File: src/rtl/mem_access_ctrl.sv
// mem_access_ctrl: sequences byte/half/word loads and stores from the MEM
// stage onto a word-wide, registered-read data memory. Sub-word stores use
// read-modify-write; loads are sign/zero extended; misaligned or reserved
// accesses finish immediately with o_err and no memory cycle.
module mem_access_ctrl #(
    parameter int B = 32,
    parameter int W = 5
) (
    input  logic           i_clk,
    input  logic           i_rst_n,
    input  logic           i_req,
    input  logic           i_we,
    input  logic [1:0]     i_size,
    input  logic           i_unsigned,
    input  logic [W+1:0]   i_addr,
    input  logic [B-1:0]   i_wdata,
    output logic           o_busy,
    output logic           o_done,
    output logic           o_err,
    output logic [B-1:0]   o_rdata,
    output logic           o_mem_read,
    output logic           o_mem_write,
    output logic [W-1:0]   o_mem_addr,
    output logic [B-1:0]   o_mem_wdata,
    input  logic [B-1:0]   i_mem_rdata
);

    typedef enum logic [2:0] {
        IDLE,
        RD,
        CAP,
        RMW_RD,
        MERGE,
        WR,
        DONE
    } state_t;

    state_t       state;
    state_t       state_next;

    logic         we_q;
    logic [1:0]   size_q;
    logic         uns_q;
    logic [1:0]   lane_q;
    logic [B-1:0] wdata_q;

    logic         accept;
    logic         bad;
    logic [B-1:0] shifted;
    logic [B-1:0] extended;
    logic [B-1:0] merged;

    // Request qualification: acceptance and alignment/size error detection
    always_comb begin
        accept = (state == IDLE) && i_req;
        bad    = (i_size == 2'b11) ||
                 ((i_size == 2'b01) && i_addr[0]) ||
                 ((i_size == 2'b10) && (i_addr[1:0] != 2'b00));
    end

    // Next-state logic for the access sequencer
    always_comb begin
        state_next = state;
        case (state)
            IDLE: begin
                if (accept) begin
                    if (bad)
                        state_next = DONE;
                    else if (i_we && (i_size == 2'b10))
                        state_next = WR;
                    else if (i_we)
                        state_next = RMW_RD;
                    else
                        state_next = RD;
                end
            end
            RD:      state_next = CAP;
            CAP:     state_next = DONE;
            RMW_RD:  state_next = MERGE;
            MERGE:   state_next = WR;
            WR:      state_next = DONE;
            DONE:    state_next = IDLE;
            default: state_next = IDLE;
        endcase
    end

    // Load lane extraction and extension from the returned memory word
    always_comb begin
        shifted  = i_mem_rdata >> {lane_q, 3'b000};
        extended = i_mem_rdata;
        case (size_q)
            2'b00:   extended = {{(B-8){~uns_q & shifted[7]}}, shifted[7:0]};
            2'b01:   extended = {{(B-16){~uns_q & shifted[15]}}, shifted[15:0]};
            default: extended = i_mem_rdata;
        endcase
    end

    // Store merge: overwrite only the target lane(s) of the old word
    always_comb begin
        merged = i_mem_rdata;
        case (size_q)
            2'b00:   merged[{lane_q, 3'b000} +: 8]     = wdata_q[7:0];
            2'b01:   merged[{lane_q[1], 4'b0000} +: 16] = wdata_q[15:0];
            default: merged = wdata_q;
        endcase
    end

    // State register
    always_ff @(posedge i_clk or negedge i_rst_n) begin
        if (!i_rst_n)
            state <= IDLE;
        else
            state <= state_next;
    end

    // Registered outputs and latched request fields; strobes are decoded
    // from the next state so they line up with the state they belong to.
    always_ff @(posedge i_clk or negedge i_rst_n) begin
        if (!i_rst_n) begin
            o_busy      <= 1'b0;
            o_done      <= 1'b0;
            o_err       <= 1'b0;
            o_rdata     <= '0;
            o_mem_read  <= 1'b0;
            o_mem_write <= 1'b0;
            o_mem_addr  <= '0;
            o_mem_wdata <= '0;
            we_q        <= 1'b0;
            size_q      <= 2'b00;
            uns_q       <= 1'b0;
            lane_q      <= 2'b00;
            wdata_q     <= '0;
        end else begin
            o_busy      <= (state_next != IDLE);
            o_done      <= (state_next == DONE);
            o_err       <= accept && bad;
            o_mem_read  <= (state_next == RD) || (state_next == RMW_RD);
            o_mem_write <= (state_next == WR);
            if (accept) begin
                we_q       <= i_we;
                size_q     <= i_size;
                uns_q      <= i_unsigned;
                lane_q     <= i_addr[1:0];
                wdata_q    <= i_wdata;
                o_mem_addr <= i_addr[W+1:2];
                if (!bad && i_we && (i_size == 2'b10))
                    o_mem_wdata <= i_wdata;
            end
            if (state == MERGE)
                o_mem_wdata <= merged;
            if (state == CAP)
                o_rdata <= extended;
        end
    end

endmodule

File: config.mk
export PLATFORM = sky130hd
export DESIGN_NAME = mem_access_ctrl
export DESIGN_NICKNAME = d
export VERILOG_FILES = /design/src/rtl/mem_access_ctrl.sv
export SDC_FILE = /design/constraint.sdc
export NUM_CORES = 1
export LEC_CHECK = 0
export ABC_AREA = 1
export BUFFER_PORTS_ARGS = -buffer_cell sky130_fd_sc_hd__buf_4
export CAP_MARGIN = 20
export CORE_MARGIN = 3
export CORE_UTILIZATION = 55
export CTS_CLUSTER_SIZE = 16
export DETAILED_ROUTE_END_ITERATION = 6
export PLACE_DENSITY_LB_ADDON = 0.3
export SYNTH_ARGS = -nofsm -noshare
export SYNTH_HDL_FRONTEND = slang
export SYNTH_SLANG_ARGS = --single-unit
File: constraint.sdc
create_clock -name i_clk -period 2.7 [get_ports i_clk]
set_input_delay 0.27 -clock i_clk [delete_from_list [all_inputs] [get_ports i_clk]]
set_output_delay 0.27 -clock i_clk [all_outputs]
set_load 0.01 [all_outputs]
==> results of run 1 <==
==> cell usage after synthesis <==
cell        n
a21oi_1    50
nand2_1   402
nand2_4     4
dfrtp_1   114
inv_4       1
nand4_1     8
inv_2       5
nor2_1     78
o21ai_0    75
buf_4       6
clkbuf_1   14
nand3_1    72
nand3b_1    1
nor2_4      2
a22oi_1     1
or2_2      11
nor2_2      2
ha_1        5
inv_1      94
a21boi_0    4
nand2_2     5
nor2_8      1
buf_2      20
or2_0       5
nand3_2     2
o21ai_1     2
buf_6       8
inv_6       1
buf_1       2
o22ai_1     3
o21bai_1   16
==> registers in the layout, summed over array words and instances (netlist names) <==
register     flops
wdata_q         32
o_busy           1
o_mem_addr       5
o_rdata         32
uns_q            1
o_mem_wdata     32
o_err            1
state            3
lane_q           2
o_mem_read       1
o_done           1
size_q           2
o_mem_write      1
==> worst max-delay path, stage by stage, from the launching register on <==
cell,delay [ns]
dfrtp_1,0.61
nand2_2,0.15
nor2_1,0.63
nand2_1,0.14
nand2_2,0.13
nand2_4,0.13
nand3_1,0.10
nand2_1,0.08
inv_1,0.07
==> per-layer routing <==
metal	track usage [%]	wire length (um)
met1	43.8	9270
met2	47.3	9480
met3	6.49	2080
met4	13.8	854
met5	0	0
==> report_power, final <==
group | switching (mW) | total [mW] | internal [mW]
logic | 3.54 | 5.66 | 2.12
clock network | 0.798 | 2.36 | 1.56
registers | 0.624 | 3.18 | 2.56
total | 4.96 | 11.2 | 6.24
==> stage by stage <==
stage / power [mW] / worst slack (ns) / instances / cell area (um^2) / hold WS [ns]
after floorplan: 6.81 / 0.856 / 1014 / 6880 / -0.0256
after detailed placement: 8.73 / 0.682 / 1294 / 8020 / 0.277
after CTS: 11.1 / 0.633 / 1327 / 8650 / 0.0509
final: 11.2 / 0.596 / 1327 / 8650 / 0.0540
after global routing: 12.0 / 0.459 / 1327 / 8650 / 0.0648
after global placement: 8.63 / 0.729 / 1294 / 8020 / 0.274
==> cell families after synthesis <==
logic type	count (synthesis)	synth area share [%]
buffers and inverters	151	9.91
AOI/OAI and AO/OA	151	11.8
and+or+nand+nor	593	35.9
adders and majority gates	5	0.909
DFF	114	41.5
==> cells in the final DEF (no fill, tap or decap), types with 3 or more instances in the layout <==
cell,n
nand2_1,402
buf_4,161
dfrtp_1,114
inv_1,94
nor2_1,78
o21ai_0,75
nand3_1,72
a21oi_1,50
clkbuf_16,17
o21bai_1,16
or2_2,11
nand4_1,8
inv_2,5
nand2_2,5
or2_0,5
ha_1,5
nand2_4,4
a21boi_0,4
clkbuf_1,4
bufinv_16,4
o22ai_1,3
clkinv_2,3
clkinvlp_4,3
==> layout make-up <==
| type | instances | area (um^2) | area share, % |
|---|---|---|---|
| Clock buffer | 22 | 454 | 5.25 |
| Clock inverter | 10 | 158 | 1.82 |
| Inverter | 101 | 387 | 4.47 |
| Sequential cell | 114 | 2850 | 33.0 |
| Multi-Input combinational cell | 749 | 3350 | 38.7 |
| Timing Repair Buffer | 163 | 1240 | 14.3 |
| Tap cell | 168 | 210 | 2.43 |
==> worst paths after layout <==
check	start	endpoint	slack, ns
worst max-delay path	size_q[0]	o_rdata[21]	0.60
worst min-delay path	i_addr[5]	o_mem_addr[3]	0.05
worst max register to register	size_q[0]	o_rdata[21]	0.60
worst min register to register	o_mem_wdata[8]	o_mem_wdata[8]	0.48
max in group asynchronous	i_rst_n	wdata_q[5]	1.58
min in group asynchronous	i_rst_n	o_rdata[2]	0.39
==> results.toml, run 1 <==
[global_routing]
grt-ovfl-total = 0
grt_pass1_vias = 6810
grt_first_pass_wirelength_um = 35100
grt_max_degree = 79
grt_usage_pct = 31.3
antenna_found_initial = 0

[worst_hold_path]
hold_path_class = "in -> reg"
hold_depth = 3

[logic_synthesis]
yosys.area.top_type = "dfrtp_1"
ys_seq_area_share_pct = 41.5
synth_area_um2 = 6880
ys_ff_latch = 114
synth_top_area_share_pct = 41.5
ys_types = 31
ys.warnings.count = 0
synth_cells = 1014
synth.net_count = 1097
avgSynthCellArea_um2 = 6.79
yosys-top-cells-area = "dfrtp_1 41%, nand2_1 22%, o21ai_0 5.5%, nand3_1 5.2%, inv_1 5.1%"

[timing]
hold_violations = 0
max-slew-margin-rel_pct = 47.4
tns_ns = 0
clock.fmax_mhz = 475
setup_viol = 0
tightest_slew_ns = 0.787
fin_worst_skew_ns = 0.00830
rsz0062_at_grt = "false"
slew_viol_final = 0
post-route-period-util_pct = 77.9
fin_crit_ns = 2.10

[clock_tree]
clkSinkCount = 114
holdBufCountCts = 1
clk_pin_slew_ns = 0.05
clk_path_buf_depth = 2
cts_tree = "built"
root_buffer = "clkbuf_16"
post_cts_resized = 0
clk_latency_ns = 0.41
postCtsSetupBuffers = 0
tritoncts.num_buffers = 17
htree_levels = 4

[power_and_ir_drop]
p_leak_nw = 4.65
cellPowerDensity_nw_per_um2 = 1290
ir_worst_vdd_v = 0.000630

[place]
port_buffers = 151
gp_congestion = 1.03
dpl.hpwl_um = 15300

[drt]
antenna_left = 0
drt-total-wl_um = 21700
viasPerCell = 5.40
vias = 7163
route.detailed.drc = 0
first_pass_iters = 5
drt_iter0_drc = 781
wire_per_inst_um = 16.3

[finish]
fill_cells = 1032
num_antenna_cells = 0
layout-drive-gt1-share_pct = 19.3
fin_nets = 1229
utilization_pct = 71.4
area_growth_pct = 25.7

[worst_setup_path]
crit_path_max_fanout = 16
start_kind = "flop"
arrival_ns = 2.45
r2r.worst_path.cells = 8
required_ns = 3.04
critPathKind = "reg -> reg"
cp-end-kind = "flop"

[floorplan]
fp.dieH_um = 118
design.core.area_um2 = 12100
die_area_um2 = 13900
io_pins = 152
row_count = 40
die_w_um = 118
start_util_pct = 56.8

[flow_run]
cap_violations = 0

[status]
status = "finished clean"
No activity file was read; power rests on OpenSTA's default activity.
==> inputs of run 2 (changes only) <==
CORE_UTILIZATION = 50   (was 55)
clock period = 1.8 ns   (was 2.7 ns; I/O delays follow)
==> results.toml, run 2 (same netlist as run 1, synthesis figures left out) <==
[power_and_ir_drop]
power_mw = 17.1
p_clk_share_pct = 20.1
p_switching_mw = 7.51
p_leak_nw = 4.80
internal-power_mw = 9.59
cellPowerDensity_nw_per_um2 = 1920
switching_share_pct = 43.9
share_seq_of_total_power_pct = 27.9
combinationalPowerShare_pct = 52.0
ir_worst_vdd_v = 0.00107

[drt]
wl_met1_um = 9370
antenna_left = 0
route.detailed.drc = 0
vias = 7201
wire_per_inst_um = 16.3
met2_length_um = 10300
route.met3.wl_um = 1900
drt-total-wl_um = 22200
highest_layer = "met4"
first_pass_iters = 6
drt_iter0_drc = 624
viasPerCell = 5.28

[worst_hold_path]
hold_path_class = "in -> reg"
min_from = "i_addr[0]"
worstHoldEndpoint = "lane_q[0]"
hold_depth = 3

[floorplan]
io_pins = 152
die_w_um = 123
start_util_pct = 51.5
design.core.area_um2 = 13300
die_area_um2 = 15200
row_count = 42
fp.dieH_um = 123

[clock_tree]
clk_latency_ns = 0.42
clkSinkCount = 114
clk_pin_slew_ns = 0.06
cts_tree = "built"
tritoncts.num_buffers = 17
htree_levels = 4
clk_path_buf_depth = 2
root_buffer = "clkbuf_16"

[timing]
tightest_slew_ns = 0.466
tns_ns = 0
post-route-period-util_pct = 93.7
fin_crit_ns = 1.69
setup_viol = 0
fin_worst_skew_ns = 0.00415
rsz0062_at_grt = "true"
clock.fmax_mhz = 593
hold_violations = 0
slew_viol_final = 0
max-slew-margin-rel_pct = 68.7

[finish]
fin_nets = 1258
largestRegisters = "o_mem_wdata (32), o_rdata (32), wdata_q (32)"
fill_cells = 1214
utilization_pct = 66.8
num_antenna_cells = 0
most-common-layout-cells = "401 x nand2_1, 181 x buf_4, 114 x dfrtp_1"
layout-drive-gt1-share_pct = 21.1
mostFrequentLayoutCell = "nand2_1"
area_growth_pct = 29.5

[place]
dpl.hpwl_um = 16200
gp_congestion = 0.974
port_buffers = 151

[global_routing]
antenna_found_initial = 0
grt_first_pass_wirelength_um = 34800
grt-ovfl-total = 0
grt_pass1_vias = 6672
grt_max_degree = 59
grt_usage_pct = 29.8

[worst_setup_path]
required_ns = 2.16
arrival_ns = 2.05
start_kind = "flop"
r2r_end = "o_mem_wdata[29]"
ff2ff_setup_slack_ns = 0.11
critPathKind = "reg -> reg"
r2r_start = "lane_q[0]"
r2r.worst_path.cells = 9
crit_path_max_fanout = 8
cp-end-kind = "flop"

[status]
status = "finished clean"

[flow_run]
cap_violations = 0
## run 2: cell types whose count changed in the layout (fill, tap and decap cells not counted), moves of 2 or more
cell / previous run / this run
o21ai_1: 2 / 6
dlygate4sd3_1: 1 / 7
clkbuf_1: 4 / 2
o21ai_0: 75 / 70
buf_4: 161 / 181
buf_12: 1 / 3
## run 2: how the worst max path moves through the flow
stage                     startpoint               to  slack (ns)
after floorplan            lane_q[1]   o_mem_wdata[8]        0.03
after global placement     lane_q[0]  o_mem_wdata[31]        0.05
after detailed placement   lane_q[0]  o_mem_wdata[31]        0.02
after CTS                  lane_q[0]  o_mem_wdata[31]        0.02
after global routing       lane_q[0]  o_mem_wdata[27]       -0.01
final                      lane_q[0]  o_mem_wdata[29]        0.11
## run 2: per-stage QoR
stage / std cells / cell area [um^2] / hold WS [ns] / setup slack [ns]
after global routing: 1363 / 8910 / 0.0320 / -0.0132
after floorplan: 1014 / 6880 / -0.116 / 0.0271
after global placement: 1325 / 8230 / 0.218 / 0.0481
after detailed placement: 1325 / 8230 / 0.212 / 0.0230
final: 1363 / 8910 / 0.0157 / 0.113
after CTS: 1363 / 8900 / 0.0100 / 0.0167
## run 2: area by class of cell
class                   instances  area, um^2  share of cell area, %
multi-input cells             749        3350                   37.6
well taps                     176         220                   2.47
clock inverters                10         134                   1.50
clock buffers                  21         460                   5.17
flip-flops and latches        114        2850                   32.0
repair buffers                192        1500                   16.9
inverters                     101         387                   4.34
## run 2: routing by layer
layer  vias up  track usage, %
met3        51            5.31
met2       353            47.1
li1       3493               -
met4         0            10.3
met1      3304            41.3
met5         -               0
## run 2: worst max-delay path, cell delays in order (launching register included)
cell     delay [ns]
dfrtp_1        0.39
inv_2          0.07
ha_1           0.37
inv_1          0.11
nand2_1        0.17
o21ai_1        0.23
nand2_1        0.10
nand2_1        0.08
nand3_1        0.06
nand2_1        0.06
## run 2: power by group through the flow
stage | Clock [mW] | Sequential [mW] | Combinational, mW
after global routing | 3.59 | 4.90 | 9.96
after global placement | 0 | 4.75 | 8.64
after detailed placement | 0 | 4.75 | 8.78
after floorplan | 0 | 4.91 | 5.31
final | 3.44 | 4.78 | 8.89
after CTS | 3.45 | 4.76 | 8.84
## run 2: what timing repair did
item,in CTS,in global routing
hold buffers,7,0
setup buffers,0,0
resized for setup,0,10
endpoints found under the setup margin,0,14
hold endpoints to repair,120,0
